**src/rtl/clk_period_meter.sv**
```systemverilog
// Measures period and high time of an asynchronous input in clkin cycles,
// averaged over 1/2/4/8 periods, with start/busy/valid handshake and timeout.
module clk_period_meter #(
    parameter int CNT_W       = 16,
    parameter int SYNC_STAGES = 2
) (
    input  logic             clkin,
    input  logic             reset,
    input  logic             start,
    input  logic [1:0]       avg_log2,
    input  logic             sigin,
    output logic [CNT_W-1:0] period,
    output logic [CNT_W-1:0] high_time,
    output logic             busy,
    output logic             valid,
    output logic             timeout
);

    typedef enum logic [1:0] {IDLE, ARM, MEAS, DONE} state_t;

    state_t                 state;
    logic [SYNC_STAGES-1:0] sync;
    logic                   s, s_d, rise;
    logic [CNT_W-1:0]       cnt, hcnt, last_h;
    logic [CNT_W+2:0]       acc, acc_sh;
    logic [3:0]             nper, n_target;
    logic [1:0]             avg;
    logic                   cnt_max;

    assign s        = sync[SYNC_STAGES-1];
    assign rise     = s & ~s_d;
    assign cnt_max  = &cnt;
    assign n_target = 4'd1 << avg;
    assign acc_sh   = acc >> avg;

    always_ff @(posedge clkin) begin
        if (!reset) begin
            sync <= '0;
            s_d  <= 1'b0;
        end else begin
            sync <= {sync[SYNC_STAGES-2:0], sigin};
            s_d  <= s;
        end
    end

    always_ff @(posedge clkin) begin
        if (!reset) begin
            state     <= IDLE;
            cnt       <= '0;
            hcnt      <= '0;
            last_h    <= '0;
            acc       <= '0;
            nper      <= '0;
            avg       <= '0;
            period    <= '0;
            high_time <= '0;
            busy      <= 1'b0;
            valid     <= 1'b0;
            timeout   <= 1'b0;
        end else begin
            valid <= 1'b0;
            case (state)
                IDLE: begin
                    if (start) begin
                        state   <= ARM;
                        avg     <= avg_log2;
                        cnt     <= '0;
                        acc     <= '0;
                        nper    <= '0;
                        timeout <= 1'b0;
                        busy    <= 1'b1;
                    end
                end
                ARM: begin
                    if (rise) begin
                        state <= MEAS;
                        cnt   <= CNT_W'(1);
                        hcnt  <= CNT_W'(1);
                    end else if (cnt_max) begin
                        timeout <= 1'b1;
                        busy    <= 1'b0;
                        state   <= IDLE;
                    end else begin
                        cnt <= cnt + 1'b1;
                    end
                end
                MEAS: begin
                    // An edge coinciding with a full counter still counts as a period.
                    if (rise) begin
                        acc    <= acc + {3'b000, cnt};
                        nper   <= nper + 4'd1;
                        last_h <= hcnt;
                        cnt    <= CNT_W'(1);
                        hcnt   <= CNT_W'(1);
                        if (nper + 4'd1 == n_target) state <= DONE;
                    end else if (cnt_max) begin
                        timeout <= 1'b1;
                        busy    <= 1'b0;
                        state   <= IDLE;
                    end else begin
                        cnt  <= cnt + 1'b1;
                        hcnt <= hcnt + {{(CNT_W-1){1'b0}}, s};
                    end
                end
                DONE: begin
                    period    <= acc_sh[CNT_W-1:0];
                    high_time <= last_h;
                    valid     <= 1'b1;
                    busy      <= 1'b0;
                    state     <= IDLE;
                end
                default: state <= IDLE;
            endcase
        end
    end

endmodule
```
**config.mk**
```make
export PLATFORM = sky130hd
export DESIGN_NAME = clk_period_meter
export DESIGN_NICKNAME = d
export VERILOG_FILES = /design/src/rtl/clk_period_meter.sv
export SDC_FILE = /design/constraint.sdc
export NUM_CORES = 1
export LEC_CHECK = 0
export BUFFER_PORTS_ARGS = -buffer_cell sky130_fd_sc_hd__buf_2
export CAP_MARGIN = 10
export CORE_ASPECT_RATIO = 1.2
export CORE_UTILIZATION = 40
export CTS_BUF_LIST = sky130_fd_sc_hd__clkbuf_4 sky130_fd_sc_hd__clkbuf_8
export CTS_CLUSTER_DIAMETER = 150
export DETAILED_ROUTE_END_ITERATION = 16
export PLACE_DENSITY = 0.69
export SLEW_MARGIN = 20
export SYNTH_ARGS = -nofsm -noshare
export SYNTH_HDL_FRONTEND = slang
export SYNTH_SLANG_ARGS = --single-unit
```
**constraint.sdc**
```tcl
create_clock -name clkin -period 3.1 [get_ports clkin]
set_input_delay 0.465 -clock clkin [delete_from_list [all_inputs] [get_ports clkin]]
set_output_delay 0.465 -clock clkin [all_outputs]
set_load 0.05 [all_outputs]
```
After elaboration in Yosys (flattened, before gate mapping)
Cells that the tools add are included.

Add/sub/neg operators: 4. Eq/ne operators: 12. Shift-type cells: 2. Muxes and demuxes: 29. Bitwise operators: 2. Reduce and logical (&&, ||, !) cells: 14.

Operators with widths (number): $mux 16 (6); $pmux 16 s2 (2); $mux 19 (2); $pmux 19 s2 (1); $add 19x16->19 (1); $shr 19x2->16 (1); $add 16x1->16 (1); $add 16x1->16 const B (1); $reduce_and 16->1 (1); $reduce_and 3->1 (4); $mux 2 (5); $ne 3x3->1 const B (3); $mux 4 (2); $ne 2x2->1 const B (4); $pmux 2 s4 (1); $pmux 4 s2 (1); $mux 1 (7); $reduce_and 2->1 (3); $reduce_bool 2->1 (3); $add 4x1->4 const B (1); $eq 2x2->1 const B (2); $eq 4x4->1 (1); $reduce_and 4->1 (1); $shl 1x2->4 const A (1); other kinds (8) (8).

Flip-flop bits (word level): 113. Output and inout port bits: 35.

Depth between registers and ports, before layout
Gate-level depths: netlist of run 1.

Depth in word-level cells: 5. Mapped depth: 10. Gate-level depth less buffers: 8.

Worst setup path after synthesis of run 1
No wires, ideal clock.

Path type: reg-to-reg. Start point: register cnt[0]. End point: register acc[14]. Arrival: 2.265 ns. Required time: 3.038 ns. Setup slack: 0.773 ns. Stages on the path, launching flop included: 9. Buffers on the path: 0. Cells stage by stage: dfxtp_1 > ha_1 > fa_1 > a211o_1 > a211oi_2 > or2_2 > a21oi_2 > or4b_1 > nand3_1.

Word-level cells in the longest chain between the ends: 3.

Ends and longest elaborated chain: start, declared (line 24) `logic [CNT_W-1:0] cnt, hcnt, last_h;`; start signal, assigned (line 84) `cnt <= cnt + 1'b1;`; start signal, assigned (line 101) `cnt <= cnt + 1'b1;`; $add 19x16->19 (line 90) `acc <= acc + {3'b000, cnt};`; $mux 19 (line 89) `if (rise) begin`; $pmux 19 s2 (line 62) `case (state)`; end signal, assigned (line 90); end, declared (line 25) `logic [CNT_W+2:0] acc, acc_sh;`.

Every way passes these cells. The select of a mux whose other input is x is not followed. A chain may end at the register's enable or synchronous reset.

Worst setup path in the final report of run 1
Ends and elaborated chain as after synthesis.

==> results of run 1 <==
==> logic make-up (layout without fill, tap and decap cells) <==
kind of cell	count (synthesis)	count (layout)	synth area share, %
compound gates	150	150	17.5
xor+xnor	21	21	3.02
fa+ha+maj	25	25	5.26
buf+inv	41	85	2.77
flops	113	113	37.1
mux	54	54	12.2
simple gates	258	258	22.1
==> critical path, delay by kind of cell (launching register included) <==
kind                       cells  cell delay (ns)
adders and majority gates      2             0.67
AOI/OAI and AO/OA              3             0.62
DFF                            1             0.35
and+or+nand+nor                3             0.77
==> power breakdown <==
part | switching (mW) | internal, mW | leakage, nW
Sequential | 0.0137 | 1.46 | 0.911
Combinational | 0.132 | 0.0728 | 1.50
Clock | 0.630 | 0.931 | 0.215
==> layer usage <==
layer / up-vias / part of all wire [%]
met5: - / 0
met4: 0 / 2.3
met3: 23 / 2.9
met2: 84 / 50
met1: 2400 / 45
li1: 2448 / -
==> sequential cells by signal, summed over array words and instances, names as in the netlist <==
signal / cells
acc: 19
cnt: 16
hcnt: 16
high_time: 16
last_h: 16
period: 16
nper: 4
avg: 2
state: 2
sync: 2
busy: 1
s_d: 1
timeout: 1
valid: 1
==> placed cells by master, fill, tap and decap left out, drive strengths merged, types with 16 or more instances in the layout <==
master | netlist | layout
ha | 24 | 24
clkbuf | 27 | 20
nand3 | 29 | 29
buf | 9 | 48
nor2 | 34 | 34
a21oi | 34 | 34
a21boi | 28 | 28
mux2i | 38 | 38
mux4 | 16 | 16
nor2b | 44 | 44
o21ai | 32 | 32
nand2 | 80 | 80
dfxtp | 113 | 113
==> through the flow <==
step                      instances  setup WS [ns]  util (%)  hold WS, ns  instance area [µm²]
final                           910          0.635      46.2        0.259                 6910
after global routing            910          0.477      46.2        0.251                 6910
after CTS                       910          0.622      46.2        0.238                 6910
after detailed placement        878          0.630      43.2        0.421                 6460
after global placement          878          0.643      43.2        0.418                 6460
after floorplan                 662          0.773         -        0.412                 6090
==> layout make-up <==
class | count | area (µm²) | area share, %
clock buffers | 20 | 269 | 3.89
clock inverters | 12 | 181 | 2.63
inverters | 5 | 18.8 | 0.272
multi-input cells | 508 | 3660 | 53.0
flip-flops and latches | 113 | 2260 | 32.7
well taps | 204 | 255 | 3.69
repair buffers | 48 | 260 | 3.77
==> worst paths after layout <==
kind             end  slack (ns)
min          sync[0]        0.26
min reg2reg  sync[1]        0.43
max          acc[14]        0.63
max reg2reg  acc[14]        0.63
==> run summary, run 1 <==
0 antenna diodes ended up in the layout. Once detail routing completed, the nets flagged for antenna violations numbered 0. For this run, the slowest stage of the critical path takes 0.51 ns.

The overall power consumption came out at 3.24 mW. The TritonCTS clock tree is built. Entering global routing, the biggest net connects 92 pins. The final worst-path cycle share is 79.5%. The number of nets in the finished design is 724.

The number of distinct standard cells referenced by the synthesized netlist came out at 66. The flip-flop and latch count after synthesis came out at 113. The number of remaining DRC errors is 0.

The kind of path behind the tightest hold check is primary input to register. The transition time at the pin with the least slew margin is 0.736 ns. The number of cells on the worst hold path is 2. For this design the top-level I/O count stands at 41. In this run the static leakage power is 2.63 nW. Setup repair after global routing left no endpoint under its margin. The met1 track demand over resource is 23.2%.

The cell count after synthesis came out at 662. At the worst endpoint, the required time is 3.47 ns. Max-cap violations in this run came to 0.

The first global-routing pass estimated 23,200 µm of wire. The cell area after synthesis is 0.00609 mm². The post-CTS setup repair buffer count came out at 0. The number of hold violations in the final report is 0. The HPWL after detailed placement came out at 10,300 µm.

The clock-pin slew reported for the worst setup and hold paths after clock tree synthesis is 0.08 ns. The number of enable-type register cells in the synthesized netlist came out at 0. The arrival time at the worst endpoint is 2.84 ns. For this configuration, the core starts out at a cell density of 40.7%. By instance count, the leading cell after synthesis is sky130_fd_sc_hd__dfxtp_1. The startpoint identified for the worst register-to-register timing path is cnt[0]. On the final layout, the worst clock skew is 0.0134 ns.

The worst slew slack as a fraction of its limit came out at 50.8%. The H-tree was split into 4 levels. In the synthesized netlist the dominant register cell turns out to be sky130_fd_sc_hd__dfxtp_1.

For this run, global-route usage on met3 was measured as 3.61%. The total grt overflow is 0. The routed via count divided by cell count is 5.45. The power per cell area is 469 mW/mm². The most crowded layer after global routing is met2.

The share of synthesized flip-flops with an asynchronous set or reset came out at 0%. The largest vdd supply drop is 0.271 mV. In this run the worst setup path begins at cnt[0].

The final critical path time including I/O delays and setup is 2.47 ns. Setup violations remaining at the end of the flow were counted as 0. The critical path is of the register to register type. Buffers inserted during clock tree synthesis total 17. The count of filler cells inserted in the layout is 1,439. The final wirelength came out at 14,300 µm.

The core area came out at 0.0150 mm². Static timing analysis puts the maximum clock frequency at 0.406 GHz. The count of port buffers added during placement came out at 40. The hold path startpoint is sigin. The final estimated routing congestion in global placement is 0.818. The worst-case clock buffer depth came out at 2.

The die boundary width came out at 115 µm. STA classifies the critical path endpoint as a register. For the worst-skew pair, the clock arrives at the later sink with an insertion delay of 0.43 ns. The number of pins with negative max-slew slack in the final report came to 0. The number of global-route vias before repair is 4,693. The first routing iteration left 246 violations. The routed wirelength normalized by instance count is 15.7 µm. The synthesized area per cell is 9.20 µm². In this run the worst path has a maximum fanout of 5. The overall die area is 0.0157 mm². The number of cells traversed by the worst register-to-register path is 8.

The die height came out at 137 µm. By count the netlist is led by 113 x sky130_fd_sc_hd__dfxtp_1, 80 x sky130_fd_sc_hd__nand2_1, 44 x sky130_fd_sc_hd__nor2b_1, 38 x sky130_fd_sc_hd__mux2i_1, 33 x sky130_fd_sc_hd__nor2_1. The number of nets in the synthesized netlist is 693. The placement row count came out at 49. The tree is rooted in a sky130_fd_sc_hd__clkbuf_8. The critical path goes through ha_1 -> fa_1 -> a211o_1 -> a211oi_2 -> or2_2 -> a21oi_2 -> or4b_1 -> nand3_1. The number of gates resized after CTS was 0. The number of hold buffers added after cts is 0.

The fraction of final layout cells sized beyond drive strength 1 came out at 16.6%. The startpoint type of the worst setup path is a register. The detailed-route via count came out at 4,955.

After synthesis, the cell types taking the most area are sky130_fd_sc_hd__dfxtp_1 37%, sky130_fd_sc_hd__mux2i_1 6.2%, sky130_fd_sc_hd__mux4_2 5.9%. The area share of the leading cell type in the synthesized netlist is 37.1%. The setup TNS after final layout is 0 ns. On the critical path, the stage with the largest delay is an instance of sky130_fd_sc_hd__or4b_1. The flow ran to the end, and the final reports show no timing, DRC or antenna violations.

The clock sink total came out at 113. The proportion of synthesized chip area in sequential cells is 37.1%. The number of antenna violations at the first check in global routing was 0. For this run, the number of Yosys warnings is 0. Global routing used 18.9% of the available tracks. The most area-hungry cell type in the Yosys netlist is sky130_fd_sc_hd__dfxtp_1. The signed area change from the synthesized netlist to the final layout is 13.4%. In the global route stage, met2 resource usage came out at 32.4%. The pre-antenna-repair detailed-routing pass consisted of 4 iterations.
(Power assumes the default switching activity.)
==> run 2: changes to the inputs <==
Settings changed: ABC_AREA set to 1, PLACE_DENSITY 0.69 to 0.68.
Clock period 3.1 ns to 2.5 ns, I/O delays scaled along.
==> run summary, run 2 <==
In the synthesized netlist, the cells that appear most often are 290 x sky130_fd_sc_hd__nand2_1, 124 x sky130_fd_sc_hd__inv_1, 113 x sky130_fd_sc_hd__dfxtp_1, 99 x sky130_fd_sc_hd__a21oi_1, 96 x sky130_fd_sc_hd__nor2_1. The core area is 0.0158 mm². The number of search-and-repair iterations in the first detailed-routing pass is 5.

The final critical path time including I/O delays and setup is 2.15 ns. The simple-gate share of the synthesized area came out at 33.8%. For this run, the total global-route usage over all layers was measured as 21.2%. The number of nets in the synthesized netlist is 1,045. The number of nets still failing antenna checks after routing came out at 0.

The fraction of final layout cells sized beyond drive strength 1 is 10.8%. Along the worst path, the maximum fanout reaches 10. For this block, the initial DRC count from the detailed router was 375.

The cell area after synthesis is 0.00656 mm². The maximum number of pins on one net before global-route repair came out at 70. The number of cells on the worst reg-to-reg path is 10. The startpoint identified for the worst register-to-register timing path is cnt[0].

The number of buffers created by CTS came out at 17. For the pin with the worst max-slew slack, the measured transition is 0.648 ns. The worst-case clock buffer depth came out at 2. The synthesized-area fraction occupied by xor and xnor cells is 0.534%.

The worst slew slack as a fraction of its limit is 56.8%. The synthesized design spends more area on one cell type than any other, namely sky130_fd_sc_hd__dfxtp_1. The power per cell area came out at 539 mW/mm². The count of buffers added on input and output ports is 40.

In the routed design, unresolved DRC markers number 0. The critical path starts at cnt[0]. The max-cap violation count is 0. CTS placed an instance of sky130_fd_sc_hd__clkbuf_8 at the clock tree root.

The number of global-route vias before repair came out at 6,035. The data required time of the worst path is 2.83 ns. The end of the worst register-to-register path is acc[8]. The number of resized instances in the post-cts repair step came out at 0.

The cell count after synthesis came out at 1,014. The floorplan has 50 rows. The routed wirelength normalized by instance count is 13.5 µm. In this run, post-CTS hold repair placed 0 buffers. The routed layout has 6,366 vias.

After clock tree synthesis, the clock-pin slew on the worst setup and hold paths is 0.08 ns. The share of cell area taken by muxes after synthesis is 0.153%. The proportion of synthesized chip area in sequential cells came out at 34.5%. The number of hold violations in the final report came out at 0. The maximum level of the CTS H-tree came out at 4. The register with the most flip-flops is acc. Setup total negative slack on the finished layout was measured at 0 ns.

By area the synthesized netlist is led by sky130_fd_sc_hd__dfxtp_1 34%, sky130_fd_sc_hd__nand2_1 17%, sky130_fd_sc_hd__a21oi_1 7.6%. The clock sink total came out at 113. The number of endpoints failing setup at the final stage is 0. The post-synthesis compound-gate area fraction is 15.6%. The share of synthesized flip-flops with an asynchronous set or reset came out at 0%. The top cell types in the final layout, fill and taps aside, are 290 x sky130_fd_sc_hd__nand2_1, 124 x sky130_fd_sc_hd__inv_1, 113 x sky130_fd_sc_hd__dfxtp_1.

0 antenna diodes ended up in the layout. In the post-route analysis, the smallest setup slack over all paths is 0.346 ns. The highest clock rate is 0.464 GHz. The congestion estimate from routability-driven global placement came to 0.881. The number of antenna violations at the first check in global routing was 0.

The number of flip-flops under the largest register name came out at 19. The die is 119 µm wide. The flow ran to the end, and the final reports show no timing, DRC or antenna violations. The clock skew came out at 0.00889 ns. The pre-CTS worst setup slack came out at 0.390 ns. The total leakage power came out at 3.33 nW.

The final layout contains routed wiring with a total length of 17,100 µm. The netlist uses 44 different library cells. The die covers 0.0169 mm². Following the worst setup path forward leads to its endpoint at acc[8]. The flip-flop and latch count after synthesis is 113. STA classifies the critical path startpoint as a register. After detailed routing, the number of vias per cell comes to 5.03.

The number of pins with negative max-slew slack in the final report is 0. The top-level port count came out at 41. The total grt overflow came out at 0. The TritonCTS clock tree is built. The die height came out at 142 µm. The largest family of logic cells by synthesized area is simple AND/OR/NAND/NOR gates. The most common library cell in the layout ignoring fill and taps is sky130_fd_sc_hd__nand2_1. The number of synthesis warnings came out at 0.

The post-synthesis share of cell area spent on full adders, half adders and majority gates is 4.88%. The HPWL after detailed placement is 12,400 µm. The worst setup slack for register-to-register paths is 0.35 ns. STA classifies the critical path endpoint as a register. The largest vdd supply drop came out at 0.456 mV.

The first-pass GRT wire length came out at 28,700 µm. The post-CTS setup repair buffer count is 0. The number of enable-type register cells in the synthesized netlist is 0. The clock latency reported for the late side of the worst-skew pair is 0.46 ns. The effective utilization at floorplan is 41.4%. Setup repair after global routing left no endpoint under its margin. The arrival time at the worst endpoint is 2.49 ns. The synthesized area per cell came out at 6.47 µm².

The predominant post-synthesis flop cell is sky130_fd_sc_hd__dfxtp_1. The signed area change from the synthesized netlist to the final layout is 10.9%. The area share of the leading cell type in the synthesized netlist is 34.5%. The worst setup path is of the register to register kind. Yosys instantiated no cell more often than sky130_fd_sc_hd__nand2_1.

The final critical path takes up 86.2% of the cycle. The number of nets in the finished design is 1,076. The tightest min-delay check is of the primary input to register type.
[run 2: stage by stage]
stage	power, mW	utilization (%)	hold WS (ns)	instances	cell area (µm²)
after CTS	3.95	46.0	0.0896	1266	7280
after detailed placement	2.24	43.5	0.406	1234	6890
final	3.92	46.0	0.0986	1266	7280
after global placement	2.24	43.5	0.406	1234	6890
after global routing	4.10	46.0	0.100	1266	7280
after floorplan	2.16	-	0.390	1014	6560
[run 2: kinds of logic after synthesis]
family          Yosys count
buf+inv                 169
simple gates            515
compound gates          187
fa+ha+maj                25
xor+xnor                  4
flops                   113
mux                       1
[run 2: cell type report]
cell class | instances | area, µm²
Clock buffer | 17 | 234
Clock inverter | 15 | 150
Fill cell | 1654 | 8550
Inverter | 132 | 495
Multi-Input combinational cell | 732 | 3610
Sequential cell | 113 | 2260
Tap cell | 208 | 260
Timing Repair Buffer | 49 | 268
[run 2: power by group]
group	leakage, nW	internal (mW)	switching (mW)
logic	2.23	0.0937	0.275
registers	0.912	1.82	0.0174
clock network	0.188	0.815	0.902
[run 2: critical path: stages (launching register included)]
cell	delay, ns
sky130_fd_sc_hd__dfxtp_1	0.41
sky130_fd_sc_hd__ha_1	0.29
sky130_fd_sc_hd__fa_1	0.41
sky130_fd_sc_hd__nand2_1	0.10
sky130_fd_sc_hd__nand3_1	0.08
sky130_fd_sc_hd__and2_1	0.18
sky130_fd_sc_hd__nand2_1	0.06
sky130_fd_sc_hd__nand2_1	0.08
sky130_fd_sc_hd__or2_2	0.28
sky130_fd_sc_hd__nand3_1	0.07
sky130_fd_sc_hd__a21oi_1	0.06
[run 2: routing by layer]
metal	up-vias	part of all wire [%]	track usage, %
met4	0	2.7	9.26
li1	3327	-	-
met1	2871	43	24.6
met2	134	50	37.6
met3	34	3.9	4.57
met5	-	0	0
[run 2: worst min-delay path by stage]
stage / from / endpoint / slack [ns] / cells after the start
2_1_floorplan: sync[0] / sync[1] / 0.39 / 2
3_3_place_gp: sync[0] / sync[1] / 0.41 / 2
3_5_place_dp: sync[0] / sync[1] / 0.41 / 2
4_1_cts: sigin / sync[0] / 0.09 / 3
5_1_grt: sigin / sync[0] / 0.10 / 3
6_report: sigin / sync[0] / 0.1 / 3
==> run 3: changes to the inputs <==
Settings changed: BUFFER_PORTS_ARGS -buffer_cell sky130_fd_sc_hd__buf_2 to -buffer_cell sky130_fd_sc_hd__buf_4.
==> run summary, run 3 (synthesis results as in run 2) <==
The number of hold violations in the final report came out at 0. The register with the most flip-flops in the layout has 19 of them. TritonCTS built the clock tree. The cell with the biggest individual delay on the critical path is sky130_fd_sc_hd__dfxtp_1. By startpoint and endpoint, the worst setup path is classified as register to register. For this design the total switching power over the nets is 1.14 mW.

The delay of the slowest critical-path stage came out at 0.41 ns. The antenna diode instance count came out at 0. The routed wirelength normalized by instance count came out at 13.7 µm. The post-CTS setup repair buffer count came out at 0. The clock network fraction of total power came out at 45.6%. The setup check on the worst reg-to-reg path leaves a slack of 0.33 ns. The number of global-route vias before repair is 5,840. The number of cells traversed by the worst register-to-register path came out at 10.

The max-cap violation count came out at 0. The final estimated routing congestion in global placement is 0.906. Buffers inserted to repair hold after CTS numbered 0. After detailed routing, the total wire length is 17,300 µm. The switching share of total power is 28.1%.

The count of filler cells inserted in the layout came out at 1,609. The cell sitting at the root of the clock tree is a sky130_fd_sc_hd__clkbuf_8. The highest clock rate came out at 0.461 GHz. Setup repair after global routing left no endpoint under its margin.

The maximum number of pins on one net before global-route repair is 70. The total grt overflow came out at 0. The initial DRC count came out at 419. The top-level port count is 41. The transition time at the pin with the least slew margin came out at 0.654 ns. The arrival time at the worst endpoint is 2.49 ns. The clock sink total is 113. After legalization and detailed placement, the total HPWL measured 12,400 µm. The share of total power in combinational logic came out at 9.3%. The run finished with clean final reports. The number of pins with negative max-slew slack in the final report is 0. At the worst endpoint, the required time is 2.82 ns. More flip-flops sit in one register than any other, and that register is acc. The most numerous cell on the critical path is sky130_fd_sc_hd__nand2_1.

STA classifies the critical path endpoint as a register. The die is 119 µm wide. The first-pass GRT wire length came out at 28,400 µm.

The hold-critical path endpoint is sync[0]. In this run the worst hold path is classified as primary input to register. The overall die area came out at 0.0169 mm². The number of buffers created by CTS came out at 17. The worst slew slack as a fraction of its limit came out at 56.4%. STA classifies the critical path startpoint as a register. The worst hold path passes through 3 cells. The die is 142 µm tall. The largest vdd supply drop is 0.327 mV. For the final database, setup skew stands at 0.0151 ns. The sequential power share is 45.2%. Setup violations remaining at the end of the flow were counted as 0. The initialized floorplan defines 50 standard-cell rows. The top cell types in the final layout, fill and taps aside, are 290 x sky130_fd_sc_hd__nand2_1, 124 x sky130_fd_sc_hd__inv_1, 113 x sky130_fd_sc_hd__dfxtp_1.

The fraction of final layout cells sized beyond drive strength 1 is 10.9%. The worst register-to-register path ends at acc[8]. Clock-pin slew was measured on the worst setup and hold paths at 0.07 ns. The number of nets in the finished design came out at 1,077. The internal power of the cells came out at 2.93 mW. Port buffering added 40 buffers. The final worst-path cycle share is 86.7%.

The final critical path time including I/O delays and setup is 2.17 ns. The number of antenna violations at the first check in global routing is 0. The detailed-route via count is 6,353. Prior to clock tree synthesis, the placed netlist has a worst setup slack of 0.392 ns. In this run the deepest clock path goes through 2 buffers.

The number of resized instances in the post-cts repair step is 0. The routed via count divided by cell count is 5.01. The number of remaining DRC errors is 0.

The worst-path maximum fanout is 10. The hold path startpoint is sigin. The signed area change from the synthesized netlist to the final layout is 13.1%. In this run the power density over the cells is 549 mW/mm².

The core region is 0.0158 mm². The library cell used most frequently in the layout, excluding fill and tap cells, is sky130_fd_sc_hd__nand2_1. The effective utilization at floorplan came out at 41.4%. The minimum setup slack in the final design is 0.333 ns. The maximum level of the CTS H-tree is 4. Across every metal layer, demand over resource in global routing totals 21.2%.

The kind of cell with the highest combined delay along the critical path is simple AND/OR/NAND/NOR gates. The number of nets still failing antenna checks after routing is 0. Together, buffers and inverters on the worst path number 0. The number of gates on the worst path with buffers counted came out at 10. Walking the worst path, the cells encountered are ha_1 -> fa_1 -> nand2_1 -> nand3_1 -> and2_1 -> nand2_1 -> nand2_1 -> or2_2 -> nand3_1 -> a21oi_1.

The clock latency reported for the late side of the worst-skew pair came out at 0.46 ns. In this run the static leakage power is 3.35 nW. In this run the critical register-to-register path is launched from cnt[0]. The setup TNS after final layout came out at 0 ns. The number of search-and-repair iterations in the first detailed-routing pass is 5.
==> run 3: worst register-to-register path: stages, from the launching register on <==
cell and delay (ns):
sky130_fd_sc_hd__dfxtp_1 0.41, sky130_fd_sc_hd__ha_1 0.29, sky130_fd_sc_hd__fa_1 0.41, sky130_fd_sc_hd__nand2_1 0.11, sky130_fd_sc_hd__nand3_1 0.10, sky130_fd_sc_hd__and2_1 0.19, sky130_fd_sc_hd__nand2_1 0.07, sky130_fd_sc_hd__nand2_1 0.07
sky130_fd_sc_hd__or2_2 0.28, sky130_fd_sc_hd__nand3_1 0.07, sky130_fd_sc_hd__a21oi_1 0.06
==> run 3: how the worst max path moves through the flow <==
| stage | startpoint | end | slack, ns |
|---|---|---|---|
| CTS | cnt[0] | acc[8] | 0.36 |
| detailed placement | cnt[0] | acc[8] | 0.39 |
| floorplan | cnt[0] | acc[8] | 0.64 |
| global route | cnt[0] | acc[8] | 0.18 |
| global placement | cnt[0] | acc[8] | 0.44 |
| finish | cnt[0] | acc[8] | 0.33 |
==> run 3: area by class of cell <==
type | count | area [µm²] | area share [%]
multi-input cells | 732 | 3610 | 48.6
flip-flops and latches | 113 | 2260 | 30.5
inverters | 132 | 495 | 6.68
repair buffers | 50 | 375 | 5.06
well taps | 208 | 260 | 3.51
clock buffers | 18 | 241 | 3.25
clock inverters | 14 | 179 | 2.41
==> run 3: per-stage QoR <==
| step | std cells | total power, mW | area, µm² | util (%) | hold slack [ns] |
|---|---|---|---|---|---|
| after floorplan | 1014 | 2.16 | 6560 | - | 0.390 |
| after global placement | 1235 | 2.25 | 7000 | 44.2 | 0.407 |
| after detailed placement | 1235 | 2.26 | 7000 | 44.2 | 0.396 |
| after CTS | 1267 | 4.10 | 7420 | 46.9 | 0.0966 |
| after global routing | 1267 | 4.22 | 7420 | 46.9 | 0.129 |
| final | 1267 | 4.07 | 7420 | 46.9 | 0.107 |
==> run 3: power by group through the flow <==
| stage | sequential, mW | clock [mW] | combinational (mW) |
|---|---|---|---|
| 2_1_floorplan | 1.90 | 0 | 0.262 |
| 3_3_place_gp | 1.88 | 0 | 0.371 |
| 3_5_place_dp | 1.88 | 0 | 0.374 |
| 4_1_cts | 1.84 | 1.88 | 0.377 |
| 5_1_grt | 1.84 | 1.96 | 0.419 |
| 6_report | 1.84 | 1.86 | 0.377 |
==> run 3: per-layer routing <==
| layer | part of all wire (%) | routed length, µm | vias up | GRT usage [%] |
|---|---|---|---|---|
| met1 | 44 | 7540 | 2865 | 24.3 |
| met5 | 0 | 0 | - | 0 |
| li1 | - | - | 3331 | - |
| met4 | 3.6 | 631 | 0 | 11.4 |
| met3 | 3.0 | 525 | 39 | 3.17 |
| met2 | 50 | 8600 | 118 | 37.9 |
